--- src/rtl/par_ser_pkg.sv ---
// par_ser_pkg: shared constants and types for the par_ser parallel-to-serial
// converter.
//   NUM_LANES  lanes per input word (6-parallel FIR output)
//   PHASE_W    width of the lane index presented on the serial side
//   LAST_PHASE index of the newest lane in a word
//   BUF_WORDS  depth of the ping-pong word buffer
package par_ser_pkg;

  localparam int unsigned NUM_LANES = 6;
  localparam int unsigned PHASE_W   = 3;
  localparam int unsigned BUF_WORDS = 2;

  typedef logic [PHASE_W-1:0] phase_t;

  localparam phase_t LAST_PHASE = phase_t'(NUM_LANES - 1);

  typedef logic [1:0] count_t;

  typedef enum logic {
    ST_IDLE  = 1'b0,
    ST_SHIFT = 1'b1
  } state_t;

endpackage

--- src/rtl/sat_trunc.sv ---
// sat_trunc: combinational reduction of a signed y_out-bit sample to d_out bits.
//   din  : signed input sample, y_out bits
//   dout : signed reduced sample, d_out bits (d_out <= y_out)
// Default build wraps (keeps the low d_out bits). Defining PAR_SER_SAT_EN
// clamps to the d_out-bit signed range instead. Equal widths pass through.
module sat_trunc #(
  parameter int y_out = 20,
  parameter int d_out = 16
) (
  input  logic signed [y_out-1:0] din,
  output logic signed [d_out-1:0] dout
);

  generate
    if (d_out == y_out) begin : g_pass
      assign dout = din;
    end else begin : g_reduce
`ifdef PAR_SER_SAT_EN
      localparam logic signed [y_out-1:0] SAT_MAX =
        {{(y_out-d_out+1){1'b0}}, {(d_out-1){1'b1}}};
      localparam logic signed [y_out-1:0] SAT_MIN =
        {{(y_out-d_out+1){1'b1}}, {(d_out-1){1'b0}}};

      always_comb begin
        if (din > SAT_MAX)
          dout = SAT_MAX[d_out-1:0];
        else if (din < SAT_MIN)
          dout = SAT_MIN[d_out-1:0];
        else
          dout = din[d_out-1:0];
      end
`else
      // Wrapping discards the MSBs by design.
      logic unused_msbs;
      assign unused_msbs = ^din[y_out-1:d_out];
      assign dout = din[d_out-1:0];
`endif
    end
  endgenerate

endmodule

--- src/rtl/par_ser.sv ---
// par_ser: parallel-to-serial converter, inverse of the 6-lane front end.
// A 2-word FIFO (ping-pong) buffer accepts one 6-lane word per in_valid strobe
// and drains it one lane per accepted output beat, lane_0 first.
//   clk, rstn           clock; synchronous active-low reset
//   in_valid/in_ready   word strobe / buffer has room (count != 2)
//   lane_0..lane_5      signed y_out-bit lanes, lane_0 oldest
//   out_valid/out_ready serial handshake with backpressure
//   data_out            reduced signed d_out-bit sample
//   out_phase, out_last lane index presented / high on lane 5
//   overflow            sticky: a word arrived while the buffer was full
// Optional macro PAR_SER_SAT_EN: saturating reduction (inside sat_trunc).
module par_ser
  import par_ser_pkg::*;
#(
  parameter int y_out = 20,
  parameter int d_out = 16
) (
  input  logic                    clk,
  input  logic                    rstn,
  input  logic                    in_valid,
  output logic                    in_ready,
  input  logic signed [y_out-1:0] lane_0,
  input  logic signed [y_out-1:0] lane_1,
  input  logic signed [y_out-1:0] lane_2,
  input  logic signed [y_out-1:0] lane_3,
  input  logic signed [y_out-1:0] lane_4,
  input  logic signed [y_out-1:0] lane_5,
  input  logic                    out_ready,
  output logic                    out_valid,
  output logic signed [d_out-1:0] data_out,
  output logic [PHASE_W-1:0]      out_phase,
  output logic                    out_last,
  output logic                    overflow
);

  logic signed [y_out-1:0] buf_mem [BUF_WORDS][NUM_LANES];

  state_t state_q, state_d;
  count_t count_q, count_d;
  logic   head_q, head_d;
  logic   tail_q, tail_d;
  phase_t phase_q, phase_d;
  logic   overflow_q, overflow_d;

  logic wr_en, xfer, pop;
  logic signed [y_out-1:0] head_sample;
  logic signed [d_out-1:0] reduced;

  assign in_ready  = (count_q != 2'd2);
  assign out_valid = (state_q == ST_SHIFT);
  assign wr_en     = in_valid && in_ready;
  assign xfer      = out_valid && out_ready;
  assign pop       = xfer && (phase_q == LAST_PHASE);

  always_ff @(posedge clk) begin
    if (!rstn) begin
      state_q    <= ST_IDLE;
      count_q    <= '0;
      head_q     <= 1'b0;
      tail_q     <= 1'b0;
      phase_q    <= '0;
      overflow_q <= 1'b0;
    end else begin
      state_q    <= state_d;
      count_q    <= count_d;
      head_q     <= head_d;
      tail_q     <= tail_d;
      phase_q    <= phase_d;
      overflow_q <= overflow_d;
    end
  end

  // Word storage needs no reset: count gates every read.
  always_ff @(posedge clk) begin
    if (wr_en) begin
      buf_mem[tail_q][0] <= lane_0;
      buf_mem[tail_q][1] <= lane_1;
      buf_mem[tail_q][2] <= lane_2;
      buf_mem[tail_q][3] <= lane_3;
      buf_mem[tail_q][4] <= lane_4;
      buf_mem[tail_q][5] <= lane_5;
    end
  end

  always_comb begin
    state_d    = state_q;
    head_d     = head_q;
    tail_d     = tail_q;
    phase_d    = phase_q;
    overflow_d = overflow_q;

    if (wr_en)
      tail_d = ~tail_q;
    // in_ready comes from the registered count, so a word arriving while
    // full is dropped even if the head word pops on this same edge.
    if (in_valid && !in_ready)
      overflow_d = 1'b1;

    unique case (state_q)
      ST_IDLE: begin
        if (wr_en)
          state_d = ST_SHIFT;
      end
      ST_SHIFT: begin
        if (xfer) begin
          if (phase_q == LAST_PHASE) begin
            phase_d = '0;
            head_d  = ~head_q;
            if (count_q == 2'd1 && !wr_en)
              state_d = ST_IDLE;
          end else begin
            phase_d = phase_q + phase_t'(1);
          end
        end
      end
      default: state_d = ST_IDLE;
    endcase
  end

  always_comb begin
    unique case ({wr_en, pop})
      2'b10:   count_d = count_q + 2'd1;
      2'b01:   count_d = count_q - 2'd1;
      default: count_d = count_q;
    endcase
  end

  always_comb begin
    head_sample = '0;
    for (int unsigned i = 0; i < NUM_LANES; i++) begin
      if (phase_q == phase_t'(i))
        head_sample = buf_mem[head_q][i];
    end
  end

  sat_trunc #(
    .y_out(y_out),
    .d_out(d_out)
  ) u_sat_trunc (
    .din (head_sample),
    .dout(reduced)
  );

  assign data_out  = out_valid ? reduced : '0;
  assign out_phase = phase_q;
  assign out_last  = out_valid && (phase_q == LAST_PHASE);
  assign overflow  = overflow_q;

endmodule
--- config.mk ---
export PLATFORM = sky130hd
export DESIGN_NAME = par_ser
export DESIGN_NICKNAME = d
export VERILOG_FILES = /design/src/rtl/par_ser_pkg.sv /design/src/rtl/sat_trunc.sv /design/src/rtl/par_ser.sv
export SDC_FILE = /design/constraint.sdc
export NUM_CORES = 1
export LEC_CHECK = 0
export CAP_MARGIN = 25
export CORE_MARGIN = 4
export CORE_UTILIZATION = 30
export CTS_CLUSTER_DIAMETER = 120
export DETAILED_ROUTE_END_ITERATION = 6
export DONT_BUFFER_PORTS = 1
export GPL_ROUTABILITY_DRIVEN = 0
export PLACE_DENSITY_LB_ADDON = 0.05
export SYNTH_ARGS = -nofsm -noshare
export SYNTH_HDL_FRONTEND = slang
export SYNTH_SLANG_ARGS = --single-unit
--- constraint.sdc ---
create_clock -name clk -period 5.2 [get_ports clk]
set_input_delay 0 -clock clk [delete_from_list [all_inputs] [get_ports clk]]
set_output_delay 0 -clock clk [all_outputs]
set_load 0.01 [all_outputs]
* Yosys cells after proc, flatten, opt, wreduce, memory -nomap -nowiden
Memories as Yosys holds them, arrays and structs flattened. A register that Yosys moved wholly into a read port is not among the register bits. Cells that the tools add are included.
Word-level totals: register bits after elaboration 9, memory bits (writable) 240, input bits 124, output and inout port bits 23, word-level logic and storage cells 51, memories 1
Memory list:
- buf_mem | depth 2, width 120, rd ports 1, clocked after Yosys merged registers in 1, write ports 1, RTL line par_ser.sv:36 | logic signed [y_out-1:0] buf_mem [BUF_WORDS][NUM_LANES];
Cells by class: add/sub/neg operators 3, equality and inequality tests 9, multiplexer cells 17, bitwise logic cells 3, reductions and logical operators 12
Operators with widths (count):
- $mux 16 | 7
- $mux 1 | 7
- $eq 3x2->1 const B | 2
- $eq 3x3->1 const B | 2
- $logic_and 1x1->1 | 6
- $eq 2x1->1 const B | 2
- $pmux 2 s2 | 1
- $add 3x1->3 const B | 1
- $eq 3x1->1 const B | 1
- $logic_not 3->1 | 1
- $mux 3 | 1
- $not 1->1 | 3
- $reduce_and 3->1 | 1
- $add 2x1->2 const B | 1
- $eq 2x2->1 const B | 1
- $logic_not 1->1 | 2
- $ne 2x2->1 const B | 1
- $pmux 1 s2 | 1
- $reduce_and 2->1 | 1
- $reduce_bool 2->1 | 1
- $sub 2x1->2 const B | 1

* Logic depth before layout (Yosys ltp)
depth in word-level cells 8, depth in mapped cells 8, gate-level depth less buffers 8

* By module
A second synthesis with hierarchy kept.
Unflattened totals: cells, all modules 646, area, all modules 10471.3 um^2
Modules (own cells, without submodules):
- par_ser | instances 1, cells an instance 630, area each 10351.2 um^2, seq. area each 7407.1 um^2
- sat_trunc | instances 1, cells an instance 16, area each 120.1 um^2, seq. area each 0.0 um^2

* Worst setup path before layout
OpenSTA, ideal clock, no wires.
path kind register -> register, start register count_q[0], end memory buf_mem[0][0] in the netlist's numbering, enable pin, setup time 553 ps, data arrival time 4904 ps, required time 4647 ps, slack -256 ps, cell stages (with the launch flop) 6, path buffers 0, clock period less this slack 5456 ps, path through dfxtp_1 -> inv_1 -> ha_1 -> nor2b_1 -> inv_1 -> nor2_1
Between the ends: cells in the longest elaborated chain, start to end 4
Ends and longest elaborated chain:
- from (decl) | RTL line par_ser.sv:39 | count_t count_q, count_d;
- from (signal assigned) | RTL line par_ser.sv:65 | count_q <= count_d;
- $ne 2x2->1 | RTL line par_ser.sv:49 | assign in_ready = (count_q != 2'd2);
- $logic_and 1x1->1 | RTL line par_ser.sv:51 | assign wr_en = in_valid && in_ready;
- $mux 1 | RTL line par_ser.sv:75 | if (wr_en) begin
- $mux 1 (not written as such) | RTL line par_ser.sv:81 | buf_mem[tail_q][5] <= lane_5;
- to (decl) | RTL line par_ser.sv:36
Every way passes these cells.

* Final worst setup path
start register phase_q[0] (netlist: out_phase[0]), end output data_out[12]
Between the ends: cells in the longest elaborated chain, start to end 8, elaborated cells on any way between the ends 13, classes of those cells 5 x eq/ne; 7 x mux; 1 x reduce/logical
Ends and longest elaborated chain:
- from (decl) | RTL line par_ser.sv:42 | phase_t phase_q, phase_d;
- from (signal assigned) | RTL line par_ser.sv:68 | phase_q <= phase_d;
- $logic_not 3->1 | RTL line par_ser.sv:131 | if (phase_q == phase_t'(i))
- $mux 16 (5 in series) | RTL line par_ser.sv:131
- $mux 16 * | RTL line par_ser.sv:131
- $mux 16 * | RTL line par_ser.sv:144 | assign data_out = out_valid ? reduced : '0;
- to (decl) | RTL line par_ser.sv:30 | output logic signed [d_out-1:0] data_out,
Every way passes the cells marked *; elsewhere a longest branch is shown, timed or not.

==> impl_metrics.csv <==
group,metric,value,unit
run_status,status,"finished clean",
route,wire_per_inst,19.8,microns
cts,cts_setup_buffers,0,
synth,syn-cell-area,8010,sq um
synth,synth_top_family_by_area,"multiplexers",
synth,ys_ff_latch,202,
sta,max_freq,325,MHz
finish,drive_gt1_share,10.4,%
sta,holdWs,0.137,ns
finish,final_area,10100,sq um
grt,grt_max_degree,59,
setup_path,r2r-start,"count_q[0]",
route,drt_iter0_drc,161,
synth,syn-mean-instance-area,17.8,sq um
cts,clk_path_buf_depth,3,
finish,final_common_cell,"edfxtp_1",
sta,setup_tns,0,ns
setup_path,cp_max_fo,16,
setup_path,cp.arrival,3.08,ns
grt,overflow,0,
sta,fin_worst_skew,0.0162,ns
synth,yosys.area_share.simple,3.58,%
floorplanning,dieArea,29400,sq um
place,io_buffer_count,0,
synth,synth-compound-area-share,6.23,%
cts,cts_buffers,24,
sta,rsz0062_at_grt,"false",
pwr,ir_drop,0.222,mV
synth,synth_cells,449,
pwr,p_leak,3.16,nW
pwr,p_total,3.81,mW
sta,setup_viol,0,
synth,ys_types,36,
finish,final_cell_mix,"edfxtp_1, dlygate4sd3_1, mux2i_1",
route,via_per_inst,4.61,
setup_path,cp-start-kind,"flip-flop",
setup_path,required,5.20,ns
grt,antenna_found_initial,1,
sta,fin_crit_sh,59.3,%
cts,root_buffer,"clkbuf_16",
setup_path,critical_path_class,"flip-flop to output port",
synth,yosys.area_share.xor_xnor,0.437,%
place,hpwl,11300,microns
route,drtAntennaViolNets,0,
finish,finalNetCount,686,
grt,grt_first_pass_wirelength,26800,microns
route,finalWirelength,18100,microns
place,place_ws,2.49,ns
flow_run,drv_cap,0,
setup_path,crit_start,"out_phase[0]",
cts,cts_sinks,202,
sta,drv_slew,0,
place,placed_area,8330,sq um
floorplanning,row_count,59,
route,vias,4208,
setup_path,end_kind,"output port",
synth,synth_seq_area_share,74.5,%
floorplanning,fp.coreArea,26100,sq um
synth,synth_nets,577,
cts,clkLatencyLatePin,0.51,ns
floorplanning,io_pins,147,
synth,yosys-mux-area-fraction,12.0,%
sta,relSlewSlack,36.9,%
sta,min_period,3.08,ns
synth,synthAdderAreaFrac,0.625,%
pwr,p_per_area,376,nW/um^2
grt,grtUsageTotal,12.0,%
setup_path,regToRegSetupSlack,2.78,ns
route,drt_pass1_iterations,4,
floorplanning,die-height,171,microns
sta,tightestPinTransition,0.947,ns
setup_path,critPathCapture,"data_out[12]",
min_path,min_path_type,"input pin to flip-flop",
floorplanning,start_util,30.6,%
finish,area_growth,26.6,%
synth,yosysWarnings,0,
sta,worst_slack,2.12,ns
cts,clk_transition_reported_paths,0.06,ns
cts,cts_htree_levels,1,
setup_path,regToRegEndpoint,"buf_mem[1][89]",
grt,grt_pass1_vias,4490,
route,route.detailed.drc,0,
setup_path,reg2regPathDepth,6,
floorplanning,chipWidth,171,microns
sta,hold_viol_final,0,
cts,tritoncts,"done",
[worst max-delay path: stages, from the launching register on]
cell      delay, ns
dfxtp_1        0.56
or3_1          0.80
o22ai_2        0.21
o311ai_1       0.64
o221ai_1       0.37
[routing by layer]
metal	up-vias	global-route usage [%]	routed length, microns
met1	2077	16.4	8350
met4	0	3.07	394
li1	2008	-	-
met2	99	19.5	8460
met5	-	0	0
met3	24	2.92	889
[worst min path at each step]
stage,startpoint,to,cells past startpoint,slack (ns)
CTS,lane_5[3],buf_mem[0][3],1,0.10
detailed placement,lane_3[2],buf_mem[0][42],0,0.1
floorplan,lane_5[0],buf_mem[0][0],0,0.1
global route,lane_1[8],buf_mem[1][88],1,0.12
global placement,lane_0[5],buf_mem[0][105],0,0.1
finish,lane_5[3],buf_mem[0][3],1,0.14
[cell type report]
type,count,area (sq um)
inverters,6,22.5
fillers,2473,16000
clock buffers,36,707
diodes,1,2.50
repair buffers,107,1110
well taps,335,419
flip-flops and latches,202,5970
multi-input cells,217,1840
clock inverters,8,72.6
[cell usage after synthesis (all sizes together)]
library cell / n / area (sq um)
mux2i: 96 / 961
and2b: 1 / 10.0
o22ai: 16 / 169
buf: 20 / 161
xnor2: 2 / 17.5
a211oi: 1 / 7.51
nor2: 17 / 63.8
o221ai: 16 / 140
nand3: 2 / 10.0
o21ai: 1 / 5.00
nand2: 18 / 67.6
dfxtp: 10 / 200
ha: 4 / 50.1
inv: 6 / 22.5
nand3b: 1 / 11.3
clkbuf: 3 / 18.8
a21boi: 1 / 7.51
o311ai: 16 / 140
or3b: 2 / 17.5
edfxtp: 192 / 5770
and2: 7 / 45.1
dlygate4sd1: 1 / 8.76
xor2: 2 / 17.5
nor3: 2 / 15.0
a21oi: 3 / 15.0
nor2b: 6 / 40.0
o21a: 2 / 15.0
or3: 1 / 6.26
[through the flow]
stage | instances | util (%)
after floorplan | 449 | -
after global placement | 765 | 31.8
after detailed placement | 766 | 31.9
after CTS | 910 | 38.7
after global routing | 912 | 38.8
final | 912 | 38.8
[where the power goes]
group | internal [mW] | total [mW] | leakage (nW) | switching, mW
Clock | 0.986 | 1.60 | 0.383 | 0.616
Combinational | 0.112 | 0.272 | 0.896 | 0.160
Sequential | 1.91 | 1.94 | 1.88 | 0.0286
[flip-flops by register name, indices dropped and copies added, names as in the netlist, named ones only]
signal and cells:
head_q 1, out_valid 1, tail_q 1, out_phase 3, overflow 1, count_q 2
buf_mem 192
[logic make-up (layout without fill, tap and decap cells)]
kind of cell / Yosys count / count (layout)
buffers and inverters: 30 / 157
AND/OR/NAND/NOR: 57 / 57
flip-flops: 202 / 202
multiplexers: 96 / 96
other: 0 / 1
AO/OA/AOI/OAI: 56 / 56
XOR/XNOR: 4 / 4
adder cells (fa/ha/maj): 4 / 4
[what timing repair did]
action,in CTS,in global routing
gates resized for setup,0,0
endpoints found under the hold margin,202,0
hold buffers,100,0
Note: power is estimated with default switching activity, not from simulation.
